### config.mk
export PLATFORM = sky130hd
export DESIGN_NAME = mips_run_ctrl
export DESIGN_NICKNAME = d
export VERILOG_FILES = /design/src/rtl/mips_run_ctrl.sv
export SDC_FILE = /design/constraint.sdc
export NUM_CORES = 1
export LEC_CHECK = 0
export CORE_ASPECT_RATIO = 0.7
export CORE_MARGIN = 2
export CORE_UTILIZATION = 30
export CTS_CLUSTER_SIZE = 10
export DETAILED_ROUTE_END_ITERATION = 16
export HOLD_SLACK_MARGIN = 0.02
export PLACE_DENSITY = 0.55
export SETUP_SLACK_MARGIN = 0.4
export SYNTH_ARGS = -nofsm -noshare
export SYNTH_HDL_FRONTEND = slang
export SYNTH_SLANG_ARGS = --single-unit
### constraint.sdc
create_clock -name i_clk -period 2.8 [get_ports i_clk]
set_input_delay 0.28 -clock i_clk [delete_from_list [all_inputs] [get_ports i_clk]]
set_output_delay 0.28 -clock i_clk [all_outputs]
set_load 0.01 [all_outputs]
### src/rtl/mips_run_ctrl.sv
// Execution controller for the non-pipelined MIPS core: gates the core enable for continuous or N-cycle step runs.
// Latency: start/step take effect at the sampling edge; halt/abort drop the enable after the sampling edge.
// No backpressure: start/step/abort are level-sampled requests, honoured only in the states that accept them.
module mips_run_ctrl #(
  parameter int CNT_W  = 32,
  parameter int STEP_W = 8
) (
  input  logic              i_clk,
  input  logic              i_reset,
  input  logic              i_start,
  input  logic              i_mode,
  input  logic              i_step,
  input  logic [STEP_W-1:0] i_step_count,
  input  logic              i_halt,
  input  logic              i_abort,
  output logic              o_valid,
  output logic              o_busy,
  output logic              o_done,
  output logic [2:0]        o_state,
  output logic [CNT_W-1:0]  o_cycle_cnt
);

  typedef enum logic [2:0] {
    S_IDLE = 3'd0,
    S_RUN  = 3'd1,
    S_WAIT = 3'd2,
    S_STEP = 3'd3,
    S_DONE = 3'd4
  } state_t;

  state_t            state_q, state_d;
  logic [CNT_W-1:0]  cnt_q, cnt_d;
  logic [STEP_W-1:0] rem_q, rem_d;
  logic [CNT_W-1:0]  cnt_inc;
  logic [STEP_W-1:0] rem_load;

  // Saturating increment: the counter sticks at all-ones instead of wrapping.
  assign cnt_inc  = (cnt_q == {CNT_W{1'b1}}) ? cnt_q : cnt_q + CNT_W'(1);
  // A zero step length still executes one cycle.
  assign rem_load = (i_step_count == '0) ? STEP_W'(1) : i_step_count;

  // Next-state and counter update; abort outranks halt, which outranks step exhaustion.
  always_comb begin
    state_d = state_q;
    cnt_d   = cnt_q;
    rem_d   = rem_q;
    case (state_q)
      S_IDLE, S_DONE: begin
        if (i_start) begin
          cnt_d   = '0;
          state_d = i_mode ? S_WAIT : S_RUN;
        end
      end
      S_RUN: begin
        // The cycle that carries halt/abort was enabled, so it is counted.
        cnt_d = cnt_inc;
        if (i_abort || i_halt) begin
          state_d = S_DONE;
        end
      end
      S_WAIT: begin
        if (i_abort) begin
          state_d = S_DONE;
        end else if (i_step) begin
          state_d = S_STEP;
          rem_d   = rem_load;
        end
      end
      S_STEP: begin
        cnt_d = cnt_inc;
        rem_d = rem_q - STEP_W'(1);
        if (i_abort || i_halt) begin
          state_d = S_DONE;
        end else if (rem_q <= STEP_W'(1)) begin
          // Treating 0 like 1 keeps a corrupted remaining count from running away.
          state_d = S_WAIT;
        end
      end
      default: begin
        // Encodings 5..7 are unreachable; recover to IDLE.
        state_d = S_IDLE;
      end
    endcase
  end

  // State and counter registers; async reset drops the core enable immediately.
  always_ff @(posedge i_clk or negedge i_reset) begin
    if (!i_reset) begin
      state_q <= S_IDLE;
      cnt_q   <= '0;
      rem_q   <= '0;
    end else begin
      state_q <= state_d;
      cnt_q   <= cnt_d;
      rem_q   <= rem_d;
    end
  end

  assign o_valid     = (state_q == S_RUN) || (state_q == S_STEP);
  assign o_busy      = (state_q == S_RUN) || (state_q == S_WAIT) || (state_q == S_STEP);
  assign o_done      = (state_q == S_DONE);
  assign o_state     = state_q;
  assign o_cycle_cnt = cnt_q;

endmodule

Word-level counts from Yosys, hierarchy flattened --
Cells that the tools add are included. Widths: inputs -> output; s select.
Cells by class: add/sub/neg operators 2, order comparisons 1, equality and inequality tests 12, muxes and demuxes 15, reductions and logical operators 13
Operators by type and width (count):
- $mux 32 | 2
- $pmux 32 s2 | 1
- $add 32x1->32 const B | 1
- $eq 32x32->1 const B | 1
- $mux 8 | 3
- $mux 3 | 6
- $pmux 8 s2 | 1
- $pmux 3 s4 | 1
- $ne 2x2->1 const B | 5
- $le 8x1->1 const B | 1
- $logic_not 8->1 | 1
- $sub 8x1->8 const B | 1
- $eq 3x2->1 const B | 2
- $ne 3x3->1 const B | 2
- $reduce_and 3->1 | 2
- $logic_or 1x1->1 | 4
- $reduce_and 4->1 | 1
- $reduce_bool 2->1 | 2
- $reduce_or 2->1 | 2
- $eq 3x1->1 const B | 1
- $eq 3x3->1 const B | 1
- $logic_not 3->1 | 1
- $mux 2 | 1
Word-level totals: register bits after elaboration 43, bits of input ports 15, output and inout port bits 38, logic and storage cells 46

Depth between registers and ports, before layout --
Gate-level depths: netlist (run 1).
word-level depth 5, depth in mapped cells 9, mapped depth without buffers 7

Least setup slack after synthesis (run 1) --
Ideal clock, no wire load.
path kind reg-to-reg, start register cnt_q[0] (netlist: o_cycle_cnt[0]), end register cnt_q[30] (netlist: o_cycle_cnt[30]), library setup time 0.118 ns, arrival 2.068 ns, required time 2.682 ns, slack 0.614 ns, cell stages (with the launch flop) 10, path buffers 3, period minus slack after synthesis 2.186 ns, cell sequence dfrtp_1 -> ha_1 -> and3_1 -> buf_2 -> and4_1 -> buf_2 -> a41oi_2 -> buf_2 -> o22ai_1 -> a21o_1
On the way: word-level cells in the longest chain between the ends 3, elaborated cells on any way between the ends 6, those cells by class 1 x add/sub; 2 x eq/ne; 2 x mux; 1 x reduce/logical
Ends and longest elaborated chain:
- start: declaration | RTL line 32 | logic [CNT_W-1:0] cnt_q, cnt_d;
- start signal: assignment | RTL line 94 | cnt_q <= cnt_d;
- $add 32x1->32 or $eq 32x32->1 (tied branches) | RTL line 38 | assign cnt_inc = (cnt_q == {CNT_W{1'b1}}) ? cnt_q : cnt_q + CNT_W'(1);
- $mux 32 or $ne 2x2->1 (tied branches)
- $pmux 32 s2 or $reduce_and 3->1 (tied branches)
Parallel ways exist; a longest one is shown, timed or not. The select of a mux whose other input is x is not followed. A chain may end at the register's enable or synchronous reset.

Worst setup path in the final report (run 1) --
start register cnt_q[0] (netlist: o_cycle_cnt[0]), end register cnt_q[22] (netlist: o_cycle_cnt[22])
Same word-level chain as after synthesis.

==> flow_results.xml, run 1 <==
<?xml version="1.0" encoding="UTF-8"?>
<metrics>
  <group name="floorplan">
    <metric name="design.core.area" unit="um2">8618</metric>
    <metric name="fp.dieArea" unit="um2">9801</metric>
    <metric name="design.portCount" unit="">53</metric>
    <metric name="floorplan.initialDensity" unit="%">31.37</metric>
    <metric name="die-height" unit="um">83.43</metric>
    <metric name="die_w" unit="um">117.5</metric>
    <metric name="placement_rows" unit="">28</metric>
  </group>
  <group name="critical_path">
    <metric name="r2r_cells" unit="">7</metric>
    <metric name="worst_ep_arrival_time" unit="ns">2.40</metric>
    <metric name="critical_path.slowest_cell" unit="">dfrtp_1</metric>
    <metric name="worst-endpoint-required" unit="ns">3.00</metric>
    <metric name="crit_path_max_incr_delay" unit="ns">0.42</metric>
    <metric name="crit_chain" unit="">ha_1 &gt; and3_2 &gt; nand4_1 &gt; o41ai_4 &gt; buf_4 &gt; nand2_2 &gt; a31oi_1</metric>
    <metric name="timing.setup.critical_path_class" unit="">register to register</metric>
    <metric name="crit_fanout" unit="">13</metric>
    <metric name="worst-r2r-setup-slack" unit="ns">0.60</metric>
    <metric name="timing.critical_path.depth" unit="">7</metric>
    <metric name="rr_startpoint" unit="">o_cycle_cnt[0]$_DFFE_PN0P_</metric>
    <metric name="worstSetupStartpoint" unit="">o_cycle_cnt[0]$_DFFE_PN0P_</metric>
    <metric name="crit_path_end" unit="">o_cycle_cnt[22]$_DFFE_PN0P_</metric>
    <metric name="family_of_cells_with_the_greatest_summed_delay_on_the_critical_path" unit="">simple AND/OR/NAND/NOR gates</metric>
    <metric name="endpoint_of_the_worst_slack_reg_to_reg_timing_path" unit="">o_cycle_cnt[22]$_DFFE_PN0P_</metric>
    <metric name="timing.critical_path.buf_inv" unit="">1</metric>
    <metric name="cp-end-kind" unit="">register</metric>
    <metric name="setup.worst_path.start_class" unit="">register</metric>
  </group>
  <group name="timing">
    <metric name="fin_crit_sh" unit="%">78.49</metric>
    <metric name="layout_min_cycle_time" unit="ns">2.198</metric>
    <metric name="finalHoldViolCount" unit="">0</metric>
    <metric name="max_slew_margin" unit="%">32.61</metric>
    <metric name="clock.fmax" unit="GHz">0.4550</metric>
    <metric name="unrepaired_setup_endpoints_after_global_routing" unit="">no</metric>
    <metric name="setup_viol" unit="">0</metric>
    <metric name="final_max_slew_viol_count" unit="">0</metric>
    <metric name="final_critical_path_setup_slack" unit="ns">0.6023</metric>
    <metric name="totalNegativeSetupSlack" unit="ns">0</metric>
    <metric name="transition_time_at_the_pin_with_the_least_slew_margin" unit="ns">1.011</metric>
    <metric name="clock_skew" unit="ns">0.007973</metric>
  </group>
  <group name="clock_tree">
    <metric name="post_cts.resized_instances" unit="">0</metric>
    <metric name="clk_pin_slew_worst_paths" unit="ns">0.06</metric>
    <metric name="clkLatencyLatePin" unit="ns">0.28</metric>
    <metric name="cts_setup_buffers" unit="">0</metric>
    <metric name="clockRootBuffer" unit="">clkbuf_16</metric>
    <metric name="clk_path_buf_depth" unit="">2</metric>
    <metric name="clock-sinks" unit="">43</metric>
    <metric name="tritoncts.num_buffers" unit="">5</metric>
    <metric name="cts-hold-fix-buffers" unit="">0</metric>
    <metric name="tritoncts" unit="">yes</metric>
    <metric name="cts_htree_levels" unit="">2</metric>
  </group>
  <group name="route">
    <metric name="routed_wire_length_per_instance" unit="um">16.58</metric>
    <metric name="route.antenna.remaining_nets" unit="">0</metric>
    <metric name="drcViolationCount" unit="">0</metric>
    <metric name="viasPerCell" unit="">5.465</metric>
    <metric name="drt_pre_antenna_iters" unit="">4</metric>
    <metric name="detailroute.via_count" unit="">2705</metric>
    <metric name="drt_iter0_drc" unit="">253</metric>
    <metric name="postRouteWirelength" unit="um">8205</metric>
  </group>
  <group name="hold_path">
    <metric name="holdCritPathClass" unit="">input port to asynchronous set/reset pin</metric>
  </group>
  <group name="placement">
    <metric name="dp.cells" unit="">487</metric>
    <metric name="detailedPlacementHpwl" unit="um">5881</metric>
    <metric name="place_congestion" unit="">0.7854</metric>
    <metric name="pre_cts_ws" unit="ns">0.5782</metric>
    <metric name="portBuffers" unit="">52</metric>
    <metric name="detailed_place.area" unit="um2">3372</metric>
  </group>
  <group name="grt">
    <metric name="grt_use_met1" unit="%">27.70</metric>
    <metric name="aggregate_global_route_resource_usage" unit="%">16.95</metric>
    <metric name="grt_antenna_before_repair" unit="">0</metric>
    <metric name="grt.busiest_layer" unit="">met1</metric>
    <metric name="global_route_wire_length_before_repair" unit="um">13520</metric>
    <metric name="global_route.overflow_total" unit="">0</metric>
    <metric name="globalRouteMet3Util" unit="%">3.022</metric>
    <metric name="largest_net_degree_at_the_start_of_global_routing" unit="">44</metric>
    <metric name="grt_pass1_vias" unit="">2523</metric>
    <metric name="met2_usage" unit="%">22.59</metric>
  </group>
  <group name="power_and_ir_drop">
    <metric name="power_density" unit="nW/um2">891.1</metric>
    <metric name="leakage" unit="uW">0.001381</metric>
    <metric name="vdd.ir_drop.worst" unit="mV">0.3303</metric>
  </group>
  <group name="synthesis">
    <metric name="synth-edff-count" unit="">0</metric>
    <metric name="yosys_most_used_dff" unit="">dfrtp_1</metric>
    <metric name="synth_area_per_cell" unit="um2">8.450</metric>
    <metric name="synth_top_family_by_area" unit="">simple AND/OR/NAND/NOR gates</metric>
    <metric name="post_synth_inst_count" unit="">320</metric>
    <metric name="syn-num-nets" unit="">338</metric>
    <metric name="synth_compound_gate_area_share" unit="%">26.28</metric>
    <metric name="synth-adder-area-share" unit="%">1.388</metric>
    <metric name="post_synth_xor_area_fraction" unit="%">0.3239</metric>
    <metric name="area_of_the_mapped_netlist" unit="um2">2704</metric>
    <metric name="yosysWarningCount" unit="">0</metric>
    <metric name="synth_simple_gate_area_share" unit="%">26.70</metric>
    <metric name="postSynthRegisterBits" unit="">43</metric>
    <metric name="synth_top_cell_area_share" unit="%">39.80</metric>
    <metric name="async_flop_share" unit="%">100.0</metric>
    <metric name="synthMuxAreaShare" unit="%">0.7404</metric>
    <metric name="synth_top_area_cell" unit="">dfrtp_1</metric>
    <metric name="number_of_different_library_cells_in_the_post_synthesis_netlist" unit="">50</metric>
    <metric name="yosys-top-cells-area" unit="">dfrtp_1 (40%), a21oi_1 (5.2%), a31oi_1 (4.4%)</metric>
    <metric name="yosysSeqAreaShare" unit="%">39.80</metric>
  </group>
  <group name="final_layout">
    <metric name="final_util" unit="%">41.33</metric>
    <metric name="area_used_by_multi_input_combinational_logic" unit="um2">1500</metric>
    <metric name="fillerInstances" unit="">910</metric>
    <metric name="finished_layout_cells" unit="">495</metric>
    <metric name="final_area" unit="um2">3562</metric>
    <metric name="layout.cells.most_common_list" unit="">clkdlybuf4s50_1 (51), dfrtp_1 (43), a21oi_1 (28)</metric>
    <metric name="area_growth_syn_to_layout" unit="%">31.74</metric>
    <metric name="final_layout_size_suffix_gt1_share" unit="%">7.733</metric>
    <metric name="number_of_antenna_cells_inserted" unit="">0</metric>
    <metric name="layout_commonest_cell" unit="">clkdlybuf4s50_1</metric>
    <metric name="layout.area.seq" unit="um2">1076</metric>
    <metric name="final_nets" unit="">392</metric>
  </group>
  <group name="outcome">
    <metric name="run_status" unit="">finished clean</metric>
  </group>
  <group name="flow_run">
    <metric name="maxCapViolations" unit="">0</metric>
  </group>
</metrics>
[logic make-up after synthesis]
logic type / count (synthesis)
and+or+nand+nor: 133
AOI/OAI and AO/OA: 108
DFF: 43
buffers and inverters: 30
adders and majority gates: 3
muxes: 2
xor gates and xnor gates: 1
[cell usage after synthesis (2+ instances only)]
master / n
mux2i_1: 2
a21o_1: 2
a31oi_1: 19
o22ai_1: 9
a22o_1: 4
or3_1: 3
nor3_1: 16
nand3_1: 11
inv_1: 14
nor4_1: 3
nand2_1: 27
o31a_1: 3
nor2_1: 24
nor2b_1: 3
nand4_1: 12
and2_1: 5
buf_2: 4
o211ai_1: 2
dfrtp_1: 43
a21oi_1: 28
o21ai_0: 9
clkbuf_1: 9
ha_1: 3
o21bai_1: 3
o21ai_1: 10
a22oi_1: 4
nand2b_1: 2
and3_1: 8
a2bb2oi_1: 3
a41oi_1: 2
o22a_1: 5
and4_1: 10
[state kept, by name, summed over array words and instances, names as in the netlist]
register     count
o_cycle_cnt     32
o_state          3
rem_q            8
[metrics by stage]
stage / total power (uW) / hold WS [ns]
after global routing: 3397 / 0.2626
final: 3174 / 0.1694
after floorplan: 1808 / -0.01559
after CTS: 3199 / 0.2156
after detailed placement: 2429 / 0.4969
after global placement: 2409 / 0.5005
[power breakdown]
group | switching, uW | leakage, uW | internal, uW
Combinational | 779 | 0.000724 | 634
Sequential | 230 | 0.000566 | 783
Clock | 238 | 0.0000911 | 512
[cell type report]
type,count,area share [%]
flip-flops and latches,43,30.21
inverters,15,1.581
well taps,120,4.215
multi-input cells,247,42.11
clock inverters,2,1.686
repair buffers,62,16.58
clock buffers,6,3.618
[per-layer routing]
metal  vias to the layer above  part of all wire, %
met2                        84                   40
li1                       1334                    -
met3                         5                  7.3
met5                         -                    0
met1                      1282                   52
met4                         0                 0.74
[worst min-delay path by stage]
stage / end / start / slack, ns
after CTS: o_cycle_cnt[3]$_DFFE_PN0P_ / i_reset / 0.22
after floorplan: o_cycle_cnt[0]$_DFFE_PN0P_ / i_reset / -0.02
after global routing: o_cycle_cnt[3]$_DFFE_PN0P_ / i_reset / 0.26
after detailed placement: rem_q[7]$_DFFE_PN0P_ / rem_q[7]$_DFFE_PN0P_ / 0.50
final: o_cycle_cnt[3]$_DFFE_PN0P_ / i_reset / 0.17
after global placement: rem_q[7]$_DFFE_PN0P_ / rem_q[7]$_DFFE_PN0P_ / 0.50
[worst register-to-register path, cell delays in order (launching register included)]
cell and delay [ns]:
dfrtp_1 0.42, ha_1 0.25, and3_2 0.28, nand4_1 0.20, o41ai_4 0.34, buf_4 0.26
nand2_2 0.16, a31oi_1 0.22
Power figures use the tool's default switching activity.
==> inputs of run 2 (changes only) <==
--- a/config.mk
+++ b/config.mk
@@ -11,7 +11,7 @@
 export CTS_CLUSTER_SIZE = 10
 export DETAILED_ROUTE_END_ITERATION = 16
 export HOLD_SLACK_MARGIN = 0.02
-export PLACE_DENSITY = 0.55
+export PLACE_DENSITY = 0.57
 export SETUP_SLACK_MARGIN = 0.4
 export SYNTH_ARGS = -nofsm -noshare
 export SYNTH_HDL_FRONTEND = slang
==> constraint.sdc (replaced) <==
create_clock -name i_clk -period 1.8 [get_ports i_clk]
set_input_delay 0.18 -clock i_clk [delete_from_list [all_inputs] [get_ports i_clk]]
set_output_delay 0.18 -clock i_clk [all_outputs]
set_load 0.01 [all_outputs]
==> run 2 against run 1 <==
  * Sequential power rose by 45%
  * Via count rose by 22%
  * Clock power rose by 28%
  * Die area did not move
  * Register-to-register slack got worse by 0.59 ns
  * Combinational power rose to 2.9 times the previous value
  * Total power rose by 110%
  * Sequential share of layout area fell by 8.4 points
  * Worst hold slack improved by 0.21 ns
  * Worst setup slack got worse by 0.59 ns
  * Critical path depth did not move
  * Largest cell class unchanged
  * Largest power group unchanged
==> flow_results.xml, run 2 (same netlist as run 1, synthesis figures left out) <==
<?xml version="1.0" encoding="UTF-8"?>
<metrics>
  <group name="final_layout">
    <metric name="number_of_antenna_cells_inserted" unit="">0</metric>
    <metric name="layout_commonest_cell" unit="">buf_4</metric>
    <metric name="layout.cells.most_common_list" unit="">buf_4 (77), dfrtp_1 (40), buf_6 (32)</metric>
    <metric name="layout.area.seq" unit="um2">1080</metric>
    <metric name="largest_register_ff_count" unit="">32</metric>
    <metric name="fillerInstances" unit="">773</metric>
    <metric name="final_layout_size_suffix_gt1_share" unit="%">43.69</metric>
    <metric name="final_nets" unit="">500</metric>
    <metric name="area_growth_syn_to_layout" unit="%">83.39</metric>
    <metric name="area_used_by_multi_input_combinational_logic" unit="um2">1913</metric>
  </group>
  <group name="clock_tree">
    <metric name="clkLatencyLatePin" unit="ns">0.28</metric>
    <metric name="tritoncts.num_buffers" unit="">5</metric>
    <metric name="clk_path_buf_depth" unit="">2</metric>
    <metric name="clk_pin_slew_worst_paths" unit="ns">0.06</metric>
    <metric name="clockRootBuffer" unit="">clkbuf_16</metric>
    <metric name="cts_htree_levels" unit="">2</metric>
    <metric name="tritoncts" unit="">yes</metric>
    <metric name="clock-sinks" unit="">43</metric>
  </group>
  <group name="route">
    <metric name="viasPerCell" unit="">5.454</metric>
    <metric name="routed_wire_length_per_instance" unit="um">17.48</metric>
    <metric name="drt_iter0_drc" unit="">191</metric>
    <metric name="detailroute.via_count" unit="">3289</metric>
    <metric name="postRouteWirelength" unit="um">10540</metric>
    <metric name="drt_pre_antenna_iters" unit="">5</metric>
    <metric name="drcViolationCount" unit="">0</metric>
    <metric name="route.antenna.remaining_nets" unit="">0</metric>
  </group>
  <group name="grt">
    <metric name="grt_pass1_vias" unit="">3164</metric>
    <metric name="global_route.overflow_total" unit="">0</metric>
    <metric name="grt_antenna_before_repair" unit="">1</metric>
    <metric name="global_route_wire_length_before_repair" unit="um">16500</metric>
    <metric name="largest_net_degree_at_the_start_of_global_routing" unit="">26</metric>
    <metric name="aggregate_global_route_resource_usage" unit="%">20.65</metric>
  </group>
  <group name="floorplan">
    <metric name="die-height" unit="um">83.43</metric>
    <metric name="die_w" unit="um">117.5</metric>
    <metric name="floorplan.initialDensity" unit="%">31.37</metric>
    <metric name="design.portCount" unit="">53</metric>
    <metric name="design.core.area" unit="um2">8618</metric>
    <metric name="fp.dieArea" unit="um2">9801</metric>
    <metric name="placement_rows" unit="">28</metric>
  </group>
  <group name="placement">
    <metric name="pre_cts_ws" unit="ns">-0.007227</metric>
    <metric name="detailedPlacementHpwl" unit="um">6568</metric>
    <metric name="portBuffers" unit="">52</metric>
    <metric name="place_congestion" unit="">0.8382</metric>
  </group>
  <group name="timing">
    <metric name="tightest_hold_margin" unit="ns">0.3837</metric>
    <metric name="clock_skew" unit="ns">0.007148</metric>
    <metric name="setup_viol" unit="">0</metric>
    <metric name="final_critical_path_setup_slack" unit="ns">0.01490</metric>
    <metric name="transition_time_at_the_pin_with_the_least_slew_margin" unit="ns">0.4789</metric>
    <metric name="max_slew_margin" unit="%">68.07</metric>
    <metric name="clock.fmax" unit="GHz">0.5602</metric>
    <metric name="final_max_slew_viol_count" unit="">0</metric>
    <metric name="unrepaired_setup_endpoints_after_global_routing" unit="">yes</metric>
    <metric name="layout_min_cycle_time" unit="ns">1.785</metric>
    <metric name="finalHoldViolCount" unit="">0</metric>
    <metric name="fin_crit_sh" unit="%">99.17</metric>
  </group>
  <group name="flow_run">
    <metric name="maxCapViolations" unit="">0</metric>
  </group>
  <group name="critical_path">
    <metric name="crit_fanout" unit="">8</metric>
    <metric name="worst_ep_arrival_time" unit="ns">1.98</metric>
    <metric name="setup.worst_path.start_class" unit="">register</metric>
    <metric name="rr_startpoint" unit="">o_cycle_cnt[27]$_DFFE_PN0P_</metric>
    <metric name="timing.setup.critical_path_class" unit="">register to register</metric>
    <metric name="cp-end-kind" unit="">register</metric>
    <metric name="worst-endpoint-required" unit="ns">2.00</metric>
    <metric name="worstSetupStartpoint" unit="">o_cycle_cnt[27]$_DFFE_PN0P_</metric>
  </group>
  <group name="hold_path">
    <metric name="holdCritPathClass" unit="">input port to asynchronous set/reset pin</metric>
  </group>
  <group name="power_and_ir_drop">
    <metric name="leakage" unit="uW">0.002256</metric>
    <metric name="power_density" unit="nW/um2">1316</metric>
    <metric name="vdd.ir_drop.worst" unit="mV">0.5093</metric>
  </group>
  <group name="outcome">
    <metric name="run_status" unit="">finished clean</metric>
  </group>
</metrics>
[run 2: cell types whose count changed in the layout (fill, tap and decap cells not counted), moves of 6 or more]
cell             before  now
a21oi_1              28   17
a21oi_2               0   10
buf_6                 0   32
buf_4                10   77
clkdlybuf4s15_1       0    6
dlygate4sd2_1         0   27
nor3_2                1    9
nor3_1               16    4
clkdlybuf4s50_1      51   13
[run 2: repair_timing]
action	CTS	global route
pin swaps	35	28
buffers inserted	38	8
hold buffers	1	0
hold endpoints to repair	18	0
resized for setup	121	50
setup endpoints to repair	81	53
gates cloned	4	1
[run 2: final timing paths]
kind                       cells past startpoint  slack [ns]                          end
min in group i_clk                             2        0.56         rem_q[7]$_DFFE_PN0P_
min reg2reg                                    2        0.56         rem_q[7]$_DFFE_PN0P_
max reg2reg                                    7        0.01  o_cycle_cnt[28]$_DFFE_PN0P_
max                                            7        0.01  o_cycle_cnt[28]$_DFFE_PN0P_
min                                            2        0.38  o_cycle_cnt[10]$_DFFE_PN0P_
max in group asynchronous                      3        0.90       o_state[1]$_DFFE_PN0P_
[run 2: cell type report]
cell class	count	share of cell area, %
Multi-Input combinational cell	247	38.58
Timing Repair Buffer	170	32.17
Sequential cell	43	21.78
Clock buffer	8	3.154
Tap cell	120	3.028
Inverter	15	1.287
[run 2: layer usage]
layer  share of wire, %  track usage [%]  wire length (um)
met1                 47            30.26              4949
met2                 45            31.26              4723
met3                7.0            4.327               736
met4                1.1            4.381               113
met5               0.17                0                18
[run 2: where the power goes]
part / total [uW] / internal, uW / switching (uW)
clock: 961 / 591 / 370
combinational: 4100 / 2080 / 2020
sequential: 1460 / 1230 / 237
[run 2: critical path: stages (launching register included)]
cell     delay (ns)
dfrtp_1        0.36
and4_4         0.24
nand4_1        0.19
o41ai_4        0.36
buf_6          0.18
nand2_4        0.06
buf_8          0.15
a31oi_2        0.17
[run 2: through the flow]
stage          cell area (um2)  instances  utilization [%]  power [uW]  setup TNS, ns
2_1_floorplan             2816        320                -        2953         -1.705
3_3_place_gp              3921        543            45.50        4276       -0.01622
3_5_place_dp              3921        543            45.50        4304      -0.007227
4_1_cts                   4690        594            54.41        6014              0
5_1_grt                   4959        603            57.53        6892        -0.7195
6_report                  4959        603            57.53        6526              0
==> inputs of run 3 (changes only) <==
==> constraint.sdc (replaced) <==
create_clock -name i_clk -period 1.8 [get_ports i_clk]
set_input_delay 0.18 -clock i_clk [delete_from_list [all_inputs] [get_ports i_clk]]
set_output_delay 0.18 -clock i_clk [all_outputs]
set_load 0.05 [all_outputs]
==> run 3 against run 2 <==
  * The flow now finishes with violations (negative setup slack)
  * Wire length down 2.2%
  * Global-route usage is 0.29 points lower
  * Worst setup slack worse by 0.019 ns
  * Clock skew decreased by 0.0016 ns
==> flow_results.xml, run 3 (same netlist as run 1, synthesis figures left out) <==
<?xml version="1.0" encoding="UTF-8"?>
<metrics>
  <group name="outcome">
    <metric name="run_status" unit="">finished with violations</metric>
    <metric name="failed_checks" unit="">negative setup slack</metric>
  </group>
  <group name="final_layout">
    <metric name="number_of_antenna_cells_inserted" unit="">0</metric>
    <metric name="final_nets" unit="">484</metric>
    <metric name="area_growth_syn_to_layout" unit="%">82.79</metric>
    <metric name="layout_commonest_cell" unit="">buf_4</metric>
    <metric name="largest_register_ff_count" unit="">32</metric>
    <metric name="finished_layout_cells" unit="">587</metric>
    <metric name="fillerInstances" unit="">754</metric>
    <metric name="final_layout_size_suffix_gt1_share" unit="%">54.18</metric>
    <metric name="layout.cells.most_common_list" unit="">buf_4 (90), dfrtp_2 (26), nand2_1 (23)</metric>
  </group>
  <group name="placement">
    <metric name="dp.cells" unit="">531</metric>
    <metric name="detailedPlacementHpwl" unit="um">6561</metric>
    <metric name="portBuffers" unit="">52</metric>
    <metric name="place_congestion" unit="">0.8279</metric>
    <metric name="pre_cts_ws" unit="ns">-0.02352</metric>
  </group>
  <group name="grt">
    <metric name="global_route_wire_length_before_repair" unit="um">16080</metric>
    <metric name="global_route.overflow_total" unit="">0</metric>
    <metric name="largest_net_degree_at_the_start_of_global_routing" unit="">24</metric>
    <metric name="grt_antenna_before_repair" unit="">0</metric>
    <metric name="aggregate_global_route_resource_usage" unit="%">20.36</metric>
    <metric name="grt_pass1_vias" unit="">3068</metric>
  </group>
  <group name="route">
    <metric name="route.antenna.remaining_nets" unit="">0</metric>
    <metric name="routed_wire_length_per_instance" unit="um">17.55</metric>
    <metric name="drt_iter0_drc" unit="">158</metric>
    <metric name="viasPerCell" unit="">5.491</metric>
    <metric name="drt_pre_antenna_iters" unit="">4</metric>
    <metric name="drcViolationCount" unit="">0</metric>
    <metric name="postRouteWirelength" unit="um">10300</metric>
    <metric name="detailroute.via_count" unit="">3223</metric>
  </group>
  <group name="critical_path">
    <metric name="family_of_cells_with_the_greatest_summed_delay_on_the_critical_path" unit="">flip-flops</metric>
    <metric name="endpoint_of_the_worst_slack_reg_to_reg_timing_path" unit="">o_cycle_cnt[16]$_DFFE_PN0P_</metric>
    <metric name="worst-r2r-setup-slack" unit="ns">-0.004</metric>
    <metric name="rr_startpoint" unit="">o_cycle_cnt[1]$_DFFE_PN0P_</metric>
    <metric name="timing.setup.critical_path_class" unit="">register to register</metric>
    <metric name="crit_chain" unit="">ha_4 &gt; buf_6 &gt; and4_1 &gt; nand4_1 &gt; buf_4 &gt; buf_4 &gt; nor2_4 &gt; a31oi_1 &gt; a31oi_4</metric>
    <metric name="setup.worst_path.start_class" unit="">register</metric>
    <metric name="cp-end-kind" unit="">register</metric>
    <metric name="critPathMostFrequentCell" unit="">buf_4</metric>
    <metric name="crit_fanout" unit="">4</metric>
    <metric name="worst-endpoint-required" unit="ns">1.95</metric>
    <metric name="worst_ep_arrival_time" unit="ns">1.95</metric>
    <metric name="critical_path.slowest_cell" unit="">dfrtp_2</metric>
    <metric name="r2r_cells" unit="">9</metric>
    <metric name="crit_path_max_incr_delay" unit="ns">0.42</metric>
    <metric name="timing.critical_path.buf_inv" unit="">3</metric>
  </group>
  <group name="floorplan">
    <metric name="placement_rows" unit="">28</metric>
    <metric name="fp.dieArea" unit="um2">9801</metric>
    <metric name="design.portCount" unit="">53</metric>
    <metric name="floorplan.initialDensity" unit="%">31.37</metric>
    <metric name="design.core.area" unit="um2">8618</metric>
    <metric name="die-height" unit="um">83.43</metric>
    <metric name="die_w" unit="um">117.5</metric>
  </group>
  <group name="timing">
    <metric name="transition_time_at_the_pin_with_the_least_slew_margin" unit="ns">0.6002</metric>
    <metric name="setup_viol" unit="">1</metric>
    <metric name="final_critical_path_setup_slack" unit="ns">-0.004347</metric>
    <metric name="max_slew_margin" unit="%">59.56</metric>
    <metric name="unrepaired_setup_endpoints_after_global_routing" unit="">yes</metric>
    <metric name="fin_crit_sh" unit="%">100.2</metric>
    <metric name="finalHoldViolCount" unit="">0</metric>
    <metric name="tightest_hold_margin" unit="ns">0.4163</metric>
    <metric name="clock.fmax" unit="GHz">0.5542</metric>
    <metric name="final_max_slew_viol_count" unit="">0</metric>
    <metric name="clock_skew" unit="ns">0.005569</metric>
    <metric name="layout_min_cycle_time" unit="ns">1.804</metric>
  </group>
  <group name="clock_tree">
    <metric name="clk_path_buf_depth" unit="">2</metric>
    <metric name="tritoncts.num_buffers" unit="">5</metric>
    <metric name="clkLatencyLatePin" unit="ns">0.29</metric>
    <metric name="clockRootBuffer" unit="">clkbuf_16</metric>
    <metric name="tritoncts" unit="">yes</metric>
    <metric name="clock-sinks" unit="">43</metric>
    <metric name="clk_pin_slew_worst_paths" unit="ns">0.06</metric>
    <metric name="cts_htree_levels" unit="">2</metric>
  </group>
  <group name="power_and_ir_drop">
    <metric name="vdd.ir_drop.worst" unit="mV">0.7959</metric>
    <metric name="power_density" unit="nW/um2">1517</metric>
    <metric name="leakage" unit="uW">0.002014</metric>
  </group>
  <group name="hold_path">
    <metric name="holdCritPathClass" unit="">input port to asynchronous set/reset pin</metric>
  </group>
  <group name="flow_run">
    <metric name="maxCapViolations" unit="">0</metric>
  </group>
</metrics>
[run 3: changes by cell type in the layout (fill, tap and decap cells not counted), moves of 4 or more]
cell / previous run / this run
dfrtp_2: 3 / 26
nor3_2: 9 / 4
clkdlybuf4s15_2: 0 / 15
dlygate4sd2_1: 27 / 0
nor2_1: 19 / 14
clkdlybuf4s15_1: 6 / 0
buf_4: 77 / 90
o21ai_2: 4 / 0
buf_6: 32 / 16
buf_12: 4 / 8
dfrtp_1: 40 / 17
[run 3: worst max-delay path by stage]
stage                                  endpoint  cells after the start  slack [ns]                         from
finish              o_cycle_cnt[16]$_DFFE_PN0P_                      9      -0.004   o_cycle_cnt[1]$_DFFE_PN0P_
global route        o_cycle_cnt[16]$_DFFE_PN0P_                      6       -0.05   o_cycle_cnt[1]$_DFFE_PN0P_
CTS                  o_cycle_cnt[7]$_DFFE_PN0P_                      6        0.02  o_cycle_cnt[25]$_DFFE_PN0P_
detailed placement   o_cycle_cnt[2]$_DFFE_PN0P_                      7       -0.02   o_cycle_cnt[1]$_DFFE_PN0P_
global placement         o_state[1]$_DFFE_PN0P_                      6        0.04                      i_abort
floorplan           o_cycle_cnt[15]$_DFFE_PN0P_                      8       -0.28   o_cycle_cnt[0]$_DFFE_PN0P_
[run 3: per-layer routing]
layer / global-route usage [%] / wire, um / vias up
met5: 0 / 0 / -
met4: 4.929 / 119 / 0
met3: 2.610 / 505 / 13
met2: 31.42 / 4748 / 101
met1: 30.12 / 4930 / 1585
li1: - / - / 1524
[run 3: per-stage QoR]
stage | instance area, um2 | utilization, % | TNS, ns | power (uW)
floorplan | 2895 | - | -5.989 | 3705
global placement | 3862 | 44.82 | 0 | 4884
detailed placement | 3862 | 44.82 | -0.02352 | 4924
CTS | 4614 | 53.54 | 0 | 6809
global route | 4942 | 57.35 | -0.3460 | 7899
finish | 4942 | 57.35 | -0.004347 | 7497
[run 3: worst reg2reg max path, cell delays in order (launching register included)]
cell and delay, ns:
dfrtp_2 0.42, ha_4 0.17, buf_6 0.12, and4_1 0.14, nand4_1 0.16, buf_4 0.16
buf_4 0.12, nor2_4 0.03, a31oi_1 0.29, a31oi_4 0.05
[run 3: layout make-up]
class / count / area [um2] / share of cell area (%)
tap: 120 / 150.1 / 3.038
sequential: 43 / 1109 / 22.43
inverter: 15 / 78.83 / 1.595
clock inverter: 3 / 15.01 / 0.3038
timing repair buffer: 153 / 1478 / 29.90
clock buffer: 5 / 125.1 / 2.532
multi-input combinational: 248 / 1987 / 40.20
[run 3: timing repair]
item | in CTS | in global routing
pin swaps | 30 | 22
hold buffers | 1 | 0
gates cloned | 5 | 1
buffers inserted | 31 | 10
endpoints found under the setup margin | 62 | 49
endpoints found under the hold margin | 20 | 0
resized for setup | 108 | 53
[run 3: report_power, final]
part	internal (uW)	switching (uW)
Clock	506	375
Combinational	2280	2800
Sequential	1240	295
